===== config.mk =====
export PLATFORM = sky130hd
export DESIGN_NAME = bin_to_bcd_seq
export DESIGN_NICKNAME = d
export VERILOG_FILES = /design/src/rtl/bin_to_bcd_seq.sv
export SDC_FILE = /design/constraint.sdc
export NUM_CORES = 1
export LEC_CHECK = 0
export CAP_MARGIN = 20
export CELL_PAD_IN_SITES_DETAIL_PLACEMENT = 0
export CELL_PAD_IN_SITES_GLOBAL_PLACEMENT = 1
export CORE_AREA = 8 8 57 95
export DETAILED_ROUTE_END_ITERATION = 6
export DIE_AREA = 0 0 65 103
export GPL_TIMING_DRIVEN = 0
export PLACE_DENSITY_LB_ADDON = 0.1
export SLEW_MARGIN = 40
export SYNTH_ARGS = -nofsm -noshare
export SYNTH_HDL_FRONTEND = slang
export SYNTH_SLANG_ARGS = --single-unit

===== constraint.sdc =====
create_clock -name i_clock -period 3.51 [get_ports i_clock]
set_input_delay 0.351 -clock i_clock [delete_from_list [all_inputs] [get_ports i_clock]]
set_output_delay 0.351 -clock i_clock [all_outputs]
set_load 0.02 [all_outputs]

===== src/rtl/bin_to_bcd_seq.sv =====
// Sequential binary-to-BCD converter (double dabble, one bit per clock) with a soc/eoc handshake.
// o_state exposes the FSM state (0 idle, 1 converting, 2 done) for checkers.
module bin_to_bcd_seq #(
   parameter int N = 7,
   parameter int D = 3
) (
   input  logic             i_clock,
   input  logic             i_reset_,
   input  logic             i_soc,
   input  logic [N-1:0]     i_x,
   output logic             o_eoc,
   output logic [4*D-1:0]   o_bcd,
   output logic [1:0]       o_state
);

   // Handshake: the producer raises i_soc only while o_eoc=1 and drops it after
   // seeing o_eoc=0; o_bcd is valid whenever o_eoc=1 and holds until the next result.

   localparam int CW = $clog2(N + 1);
   localparam logic [CW-1:0] CNT_INIT = CW'(N);
   localparam logic [CW-1:0] CNT_LAST = CW'(1);

   typedef enum logic [1:0] {
      S_IDLE = 2'd0,
      S_CONV = 2'd1,
      S_DONE = 2'd2
   } state_t;

   state_t           r_state;
   logic [N-1:0]     r_sh;
   logic [4*D-1:0]   r_acc;
   logic [CW-1:0]    r_cnt;
   logic [4*D-1:0]   r_bcd;
   logic             r_eoc;

   state_t           w_state_nxt;
   logic [N-1:0]     w_sh_nxt;
   logic [4*D-1:0]   w_acc_nxt;
   logic [CW-1:0]    w_cnt_nxt;
   logic [4*D-1:0]   w_bcd_nxt;
   logic             w_eoc_nxt;
   logic [4*D-1:0]   w_acc_adj;
   logic [4*D-1:0]   w_acc_shl;

   // Per-digit +3 correction; nibbles are independent, no carry between them.
   always_comb begin
      w_acc_adj = r_acc;
      for (int i = 0; i < D; i++) begin
         if (r_acc[4*i +: 4] >= 4'd5) begin
            w_acc_adj[4*i +: 4] = r_acc[4*i +: 4] + 4'd3;
         end
      end
   end

   // Upper slice of the {acc,sh} left shift; the bit leaving acc is dropped.
   assign w_acc_shl = {w_acc_adj[4*D-2:0], r_sh[N-1]};

   always_comb begin
      w_state_nxt = r_state;
      w_sh_nxt    = r_sh;
      w_acc_nxt   = r_acc;
      w_cnt_nxt   = r_cnt;
      w_bcd_nxt   = r_bcd;
      w_eoc_nxt   = r_eoc;
      case (r_state)
         S_IDLE: begin
            if (i_soc) begin
               w_sh_nxt    = i_x;
               w_acc_nxt   = '0;
               w_cnt_nxt   = CNT_INIT;
               w_eoc_nxt   = 1'b0;
               w_state_nxt = S_CONV;
            end
         end
         S_CONV: begin
            w_acc_nxt = w_acc_shl;
            w_sh_nxt  = {r_sh[N-2:0], 1'b0};
            w_cnt_nxt = r_cnt - 1'b1;
            if (r_cnt == CNT_LAST) begin
               w_bcd_nxt   = w_acc_shl;
               w_state_nxt = S_DONE;
            end
         end
         S_DONE: begin
            if (!i_soc) begin
               w_eoc_nxt   = 1'b1;
               w_state_nxt = S_IDLE;
            end
         end
         default: begin
            w_eoc_nxt   = 1'b1;
            w_state_nxt = S_IDLE;
         end
      endcase
   end

   always_ff @(posedge i_clock or negedge i_reset_) begin
      if (!i_reset_) begin
         r_state <= S_IDLE;
         r_sh    <= '0;
         r_acc   <= '0;
         r_cnt   <= '0;
         r_bcd   <= '0;
         r_eoc   <= 1'b1;
      end else begin
         r_state <= w_state_nxt;
         r_sh    <= w_sh_nxt;
         r_acc   <= w_acc_nxt;
         r_cnt   <= w_cnt_nxt;
         r_bcd   <= w_bcd_nxt;
         r_eoc   <= w_eoc_nxt;
      end
   end

   assign o_eoc   = r_eoc;
   assign o_bcd   = r_bcd;
   assign o_state = r_state;

endmodule


==> results of run 1 <==
==> cell type report <==
type,instances,share of cell area
flip-flops and latches,37,0.424
multi-input cells,122,0.372
repair buffers,23,0.104
clock buffers,8,0.0412
well taps,49,0.0281
plain buffers,7,0.0160
inverters,8,0.0137
==> worst register-to-register path, delay by kind of cell, from the launching register on <==
kind | cells | cell delay [ns]
buffers and inverters | 1 | 0.08
adder cells (fa/ha/maj) | 1 | 0.23
AND/OR/NAND/NOR | 1 | 0.09
flip-flops | 1 | 0.43
multiplexers | 1 | 0.37
AO/OA/AOI/OAI | 2 | 0.34
==> per-stage QoR <==
| step | utilization | hold WS (ns) | setup slack (ns) |
|---|---|---|---|
| 2_1_floorplan | - | 0.0554 | 2.05 |
| 3_3_place_gp | 0.515 | 0.472 | 1.21 |
| 3_5_place_dp | 0.514 | 0.345 | 1.87 |
| 4_1_cts | 0.536 | 0.0298 | 1.71 |
| 5_1_grt | 0.536 | 0.0606 | 1.69 |
| 6_report | 0.536 | 0.0167 | 1.73 |
==> path summary, 6_finish.rpt <==
kind | endpoint | start | slack, ns | depth (start not counted)
worst max-delay path | o_eoc | o_eoc$_DFFE_PN1P_ | 1.73 | 1
worst max register to register | r_acc[10]$_DFFE_PN0P_ | r_acc[8]$_DFFE_PN0P_ | 1.90 | 6
min in group i_clock | o_bcd[7]$_DFFE_PN0P_ | o_bcd[7]$_DFFE_PN0P_ | 0.48 | 2
max in group asynchronous | o_eoc$_DFFE_PN1P_ | i_reset_ | 3.12 | 1
worst min-delay path | o_bcd[9]$_DFFE_PN0P_ | i_reset_ | 0.02 | 1
worst min register to register | o_bcd[7]$_DFFE_PN0P_ | o_bcd[7]$_DFFE_PN0P_ | 0.48 | 2
==> cell families (layout without fill, tap and decap cells) <==
family,after synthesis,after routing,share of synthesized area
AO/OA/AOI/OAI,55,55,0.184
XOR/XNOR,3,3,0.0146
adder cells (fa/ha/maj),8,8,0.0554
buffers and inverters,15,46,0.0360
flip-flops,37,37,0.514
multiplexers,9,9,0.0547
AND/OR/NAND/NOR,47,47,0.141
==> registers in the layout, indices dropped and copies added (netlist names) <==
signal,flops
r_acc,12
o_state,2
r_sh,7
r_cnt,3
o_bcd,12
o_eoc,1
==> synthesized netlist by cell type (3+ instances only) <==
master     n  area (µm²)
a22oi_1    7        52.6
mux2_2     6        67.6
nand2b_1   4        25.0
nor3_1     3        15.0
o21ai_1    3        15.0
a21oi_1   15        75.1
xnor2_1    3        26.3
a22o_1     6        52.6
nand2_1   17        63.8
dfrtp_1   36         901
nor3b_1    5        37.5
nor2b_1   11        68.8
buf_2      4        20.0
a21oi_2    3        26.3
ha_1       8         100
nand3_1    3        15.0
inv_1      8        30.0
o21ai_0   20         100
==> routing by layer <==
metal  vias up  global-route usage
met1       650               0.126
met4         0              0.0625
met2        28               0.248
met3         9              0.0326
li1        662                   -
met5         -                   0
==> power by group through the flow <==
stage               sequential (W)  clock [W]  combinational [W]
detailed placement        0.000775          0           0.000999
global placement          0.000765          0           0.000965
finish                    0.000767   0.000299           0.000982
CTS                       0.000766   0.000312            0.00100
global route              0.000796   0.000328            0.00109
floorplan                 0.000833          0           0.000594
==> reports/qor.yml, run 1 <==
setup_path:
  cpMaxStageDelayCell: "clkdlybuf4s50_1"
  crit_family: "buffers and inverters"
  critical_path.endpoint_type: "output pin"
  worstPathMaxFanout: 3
  crit_type: "flop to output pin"
  critPathBufInv: 1
  crit_chain: "clkdlybuf4s50_1"
  critPathMaxStageDelay_ns: 0.61
  arrival_ns: 1.43
  required_ns: 3.16
  worst_setup_path_start_kind: "flop"
power_and_ir_drop:
  pwr-share-seq: 0.374
  p_per_area_nw_per_um2: 937
  power.total_w: 0.00205
  sw_frac_of_total: 0.395
  leakage_nw: 0.968
  vdd_drop_max_mv: 0.462
  p_switching_w: 0.000810
  power_frac_clock: 0.146
  p_int_w: 0.00124
  p_comb_frac: 0.480
grt:
  grt_pass1_wl_um: 6830
  grtUsageTotal: 0.130
  grt_start_max_net_pins: 38
  antenna_found_initial: 0
  first_global_vias: 1515
  grt_overflow: 0
sta:
  timing.setup.tns_ns: 0
  fin_crit_ns: 1.78
  rsz0062_at_grt: "no"
  max_slew_margin: 0.678
  hold_viol: 0
  finalCritPeriodShare: 0.508
  setup_viol: 0
  slew_viol_final: 0
  max_slew.worst_pin.slew_ns: 0.482
  fin_skew_ns: 0.0114
  fmax_ghz: 0.561
logic_synthesis:
  synth-async-reset-ratio: 1.00
  netlist_instances: 174
  synth_nets: 192
  synth_edf_count: 0
  avgSynthCellArea_um2: 10.4
  yosysUniqueCellTypes: 28
  yosys_most_used_dff: "dfrtp_1"
  yosys_warnings: 0
  ys_ff_latch: 37
  seq_area_frac_synth: 0.514
  netlist_area_um2: 1810
clocking:
  clk_pin_slew_ns: 0.08
  cts_tree: "done"
  cts_setup_buffers: 0
  cts_max_level: 2
  cts.sinks: 37
  cts_buffers: 5
  cts_hold_buffers: 0
  clock_path_buffers: 2
  clkLatencyLatePin_ns: 0.29
  cts_root_buf: "clkbuf_8"
  cts_resized: 0
die:
  die_height_um: 103
  fp-row-count: 31
  start_util: 0.443
  coreArea_um2: 4070
  die_w_um: 65
  die_area_um2: 6700
  io_pins: 25
route:
  final_antenna_net_count: 0
  drc_errors: 0
  dr.first_iter.drc_count: 29
  wirelength_um: 3960
  dr.pass1.iters: 4
  wl_met1_um: 1590
  vias_per_cell: 5.31
  vias: 1349
  top_layer: "met4"
  route.met2.wl_um: 2130
  avgRoutedWirePerCell_um: 15.6
  met3_wirelength_um: 156
hold_path:
  holdCritPathClass: "input pin to async pin"
job:
  drv_cap: 0
place:
  place.gp.congestion: 0.759
  dpl_cell_area_um2: 2090
  port_buffers: 23
  dp_cells: 246
  place_hpwl_um: 2960
layout:
  syn2layout_area_growth_pct: 21.0
  num-fill-cells: 395
  finalInstanceArea_um2: 2180
  stdcell_count: 254
  nets: 222
  multi_input_area_um2: 813
  final-seq-area_um2: 927
  layout_commonest_cell: "dfrtp_1"
  final_cell_mix: "36 x dfrtp_1, 22 x clkdlybuf4s50_1, 20 x o21ai_0"
  drive_gt1_frac: 0.117
  antennaDiodeCount: 0
status:
  status: "finished, final reports clean"
No activity file was read; power rests on OpenSTA's default activity.
==> run 2: changes to the inputs <==
CORE_AREA = 8 8 62 103   (was 8 8 57 95)
DIE_AREA = 0 0 70 111   (was 0 0 65 103)
clock period = 1.6 ns   (was 3.51 ns; I/O delays follow)
==> run 2 against run 1 <==
  * First-iteration DRC count grew 55%
  * Clock skew is 0.0070 ns lower
  * Largest cell class unchanged
  * Largest power group unchanged
  * Critical endpoint is now o_state[0]
  * Via count is 2.7% higher
  * Critical path type unchanged
==> reports/qor.yml, run 2 (synthesis results as in run 1) <==
status:
  status: "finished, final reports clean"
route:
  dr.pass1.iters: 4
  avgRoutedWirePerCell_um: 15.6
  final_antenna_net_count: 0
  drc_errors: 0
  vias: 1386
  dr.first_iter.drc_count: 45
  wirelength_um: 4060
  vias_per_cell: 5.33
place:
  place_hpwl_um: 2930
  place.gp.congestion: 0.724
  port_buffers: 23
clocking:
  cts.sinks: 37
  cts_tree: "done"
  cts_max_level: 2
  cts_root_buf: "clkbuf_8"
  clock_path_buffers: 2
  clkLatencyLatePin_ns: 0.29
  cts_buffers: 5
  clk_pin_slew_ns: 0.07
setup_path:
  worstPathMaxFanout: 5
  cpMaxStageDelayCell: "clkdlybuf4s50_1"
  crit_family: "buffers and inverters"
  timing.rr.start: "r_acc[8]$_DFFE_PN0P_"
  crit_type: "flop to output pin"
  timing.rr.end: "r_acc[10]$_DFFE_PN0P_"
  critPathMaxStageDelay_ns: 0.65
  required_ns: 1.44
  reg2regPathDepth: 5
  r2r_slack_ns: 0.09
  arrival_ns: 1.36
  critPathBufInv: 1
  crit_chain: "clkdlybuf4s50_1"
  worst_setup_path_start_kind: "flop"
  critical_path.endpoint_type: "output pin"
hold_path:
  hp-start: "i_soc"
  whs_endpoint: "r_sh[3]$_DFFE_PN0P_"
  holdCritPathClass: "input pin to flop"
  hold_depth: 4
grt:
  grtUsageTotal: 0.109
  grt_pass1_wl_um: 6940
  first_global_vias: 1461
  grt_overflow: 0
  antenna_found_initial: 0
  grt_start_max_net_pins: 38
layout:
  final_cell_mix: "34 x dfrtp_1, 20 x o21ai_0, 20 x clkdlybuf4s50_1"
  layout_commonest_cell: "dfrtp_1"
  syn2layout_area_growth_pct: 24.2
  antennaDiodeCount: 0
  drive_gt1_frac: 0.160
  nets: 224
die:
  die_height_um: 111
  die_area_um2: 7770
  io_pins: 25
  fp-row-count: 34
  start_util: 0.366
  coreArea_um2: 4930
  die_w_um: 70
sta:
  fmax_ghz: 0.660
  max_slew_margin: 0.671
  fin_crit_ns: 1.52
  timing.setup.tns_ns: 0
  hold_viol: 0
  setup_viol: 0
  fin_skew_ns: 0.00445
  finalCritPeriodShare: 0.947
  slew_viol_final: 0
  rsz0062_at_grt: "yes"
  max_slew.worst_pin.slew_ns: 0.493
  holdWs_ns: 0.342
job:
  drv_cap: 0
power_and_ir_drop:
  leakage_nw: 0.998
  vdd_drop_max_mv: 0.899
  p_per_area_nw_per_um2: 2060
run 2: cell count changes in the layout (fill, tap and decap cells not counted), sizes merged:
cell,change
clkbuf,-1
buf,+1
clkdlybuf4s50,-2
dlygate4sd3,+1
dlymetal6s2s,+1
dlygate4sd2,+1
run 2: worst max path at each step:
stage / startpoint / to / slack, ns / cells past startpoint
floorplan: r_acc[8]$_DFFE_PN0P_ / r_acc[10]$_DFFE_PN0P_ / 0.14 / 6
global placement: i_reset_ / o_bcd[0]$_DFFE_PN0P_ / -0.54 / 1
global route: r_acc[1]$_DFFE_PN0P_ / o_bcd[2]$_DFFE_PN0P_ / -0.01 / 6
CTS: r_acc[8]$_DFFE_PN0P_ / r_acc[10]$_DFFE_PN0P_ / 0.005 / 6
finish: o_state[0]$_DFFE_PN0P_ / o_state[0] / 0.08 / 1
detailed placement: r_acc[8]$_DFFE_PN0P_ / r_acc[10]$_DFFE_PN0P_ / -0.03 / 6
run 2: worst register-to-register path: cells and delay by family, from the launching register on:
| kind | cells | cell delay, ns |
|---|---|---|
| flops | 1 | 0.45 |
| mux | 1 | 0.33 |
| simple gates | 1 | 0.15 |
| compound gates | 2 | 0.32 |
| fa+ha+maj | 1 | 0.20 |
run 2: layout make-up:
type                       count  area, µm²
buffer                         7       35.0
clock buffer                   7       86.3
fill                         495       2690
inverter                       8       30.0
multi-input combinational    122        847
sequential                    37        930
tap                           54       67.6
timing repair buffer          25        246
run 2: power by group:
part	internal [W]	switching [W]
Combinational	0.00109	0.00116
Clock	0.000342	0.000323
Sequential	0.00135	0.000344
run 2: routing by layer:
layer,vias to the layer above,share of wire,track usage
met5,-,0,0
li1,668,-,-
met2,28,0.54,0.199
met1,681,0.39,0.104
met3,9,0.047,0.0358
met4,0,0.029,0.0566
run 2: metrics by stage:
stage	instances	utilization	power, W	setup WS (ns)	area [µm²]
CTS	259	0.446	0.00459	0.00534	2200
finish	260	0.454	0.00462	0.0847	2240
global placement	251	0.426	0.00382	-0.536	2100
detailed placement	251	0.426	0.00389	-0.0283	2100
global route	260	0.454	0.00500	-0.0139	2240
floorplan	174	-	0.00313	0.144	1810
run 2: repair_timing:
item,4_1_cts,5_1_grt
resized for setup,4,9
pin swaps,0,2
endpoints found under the hold margin,36,0
buffers inserted,0,1
setup endpoints to repair,4,15
hold buffers,1,0
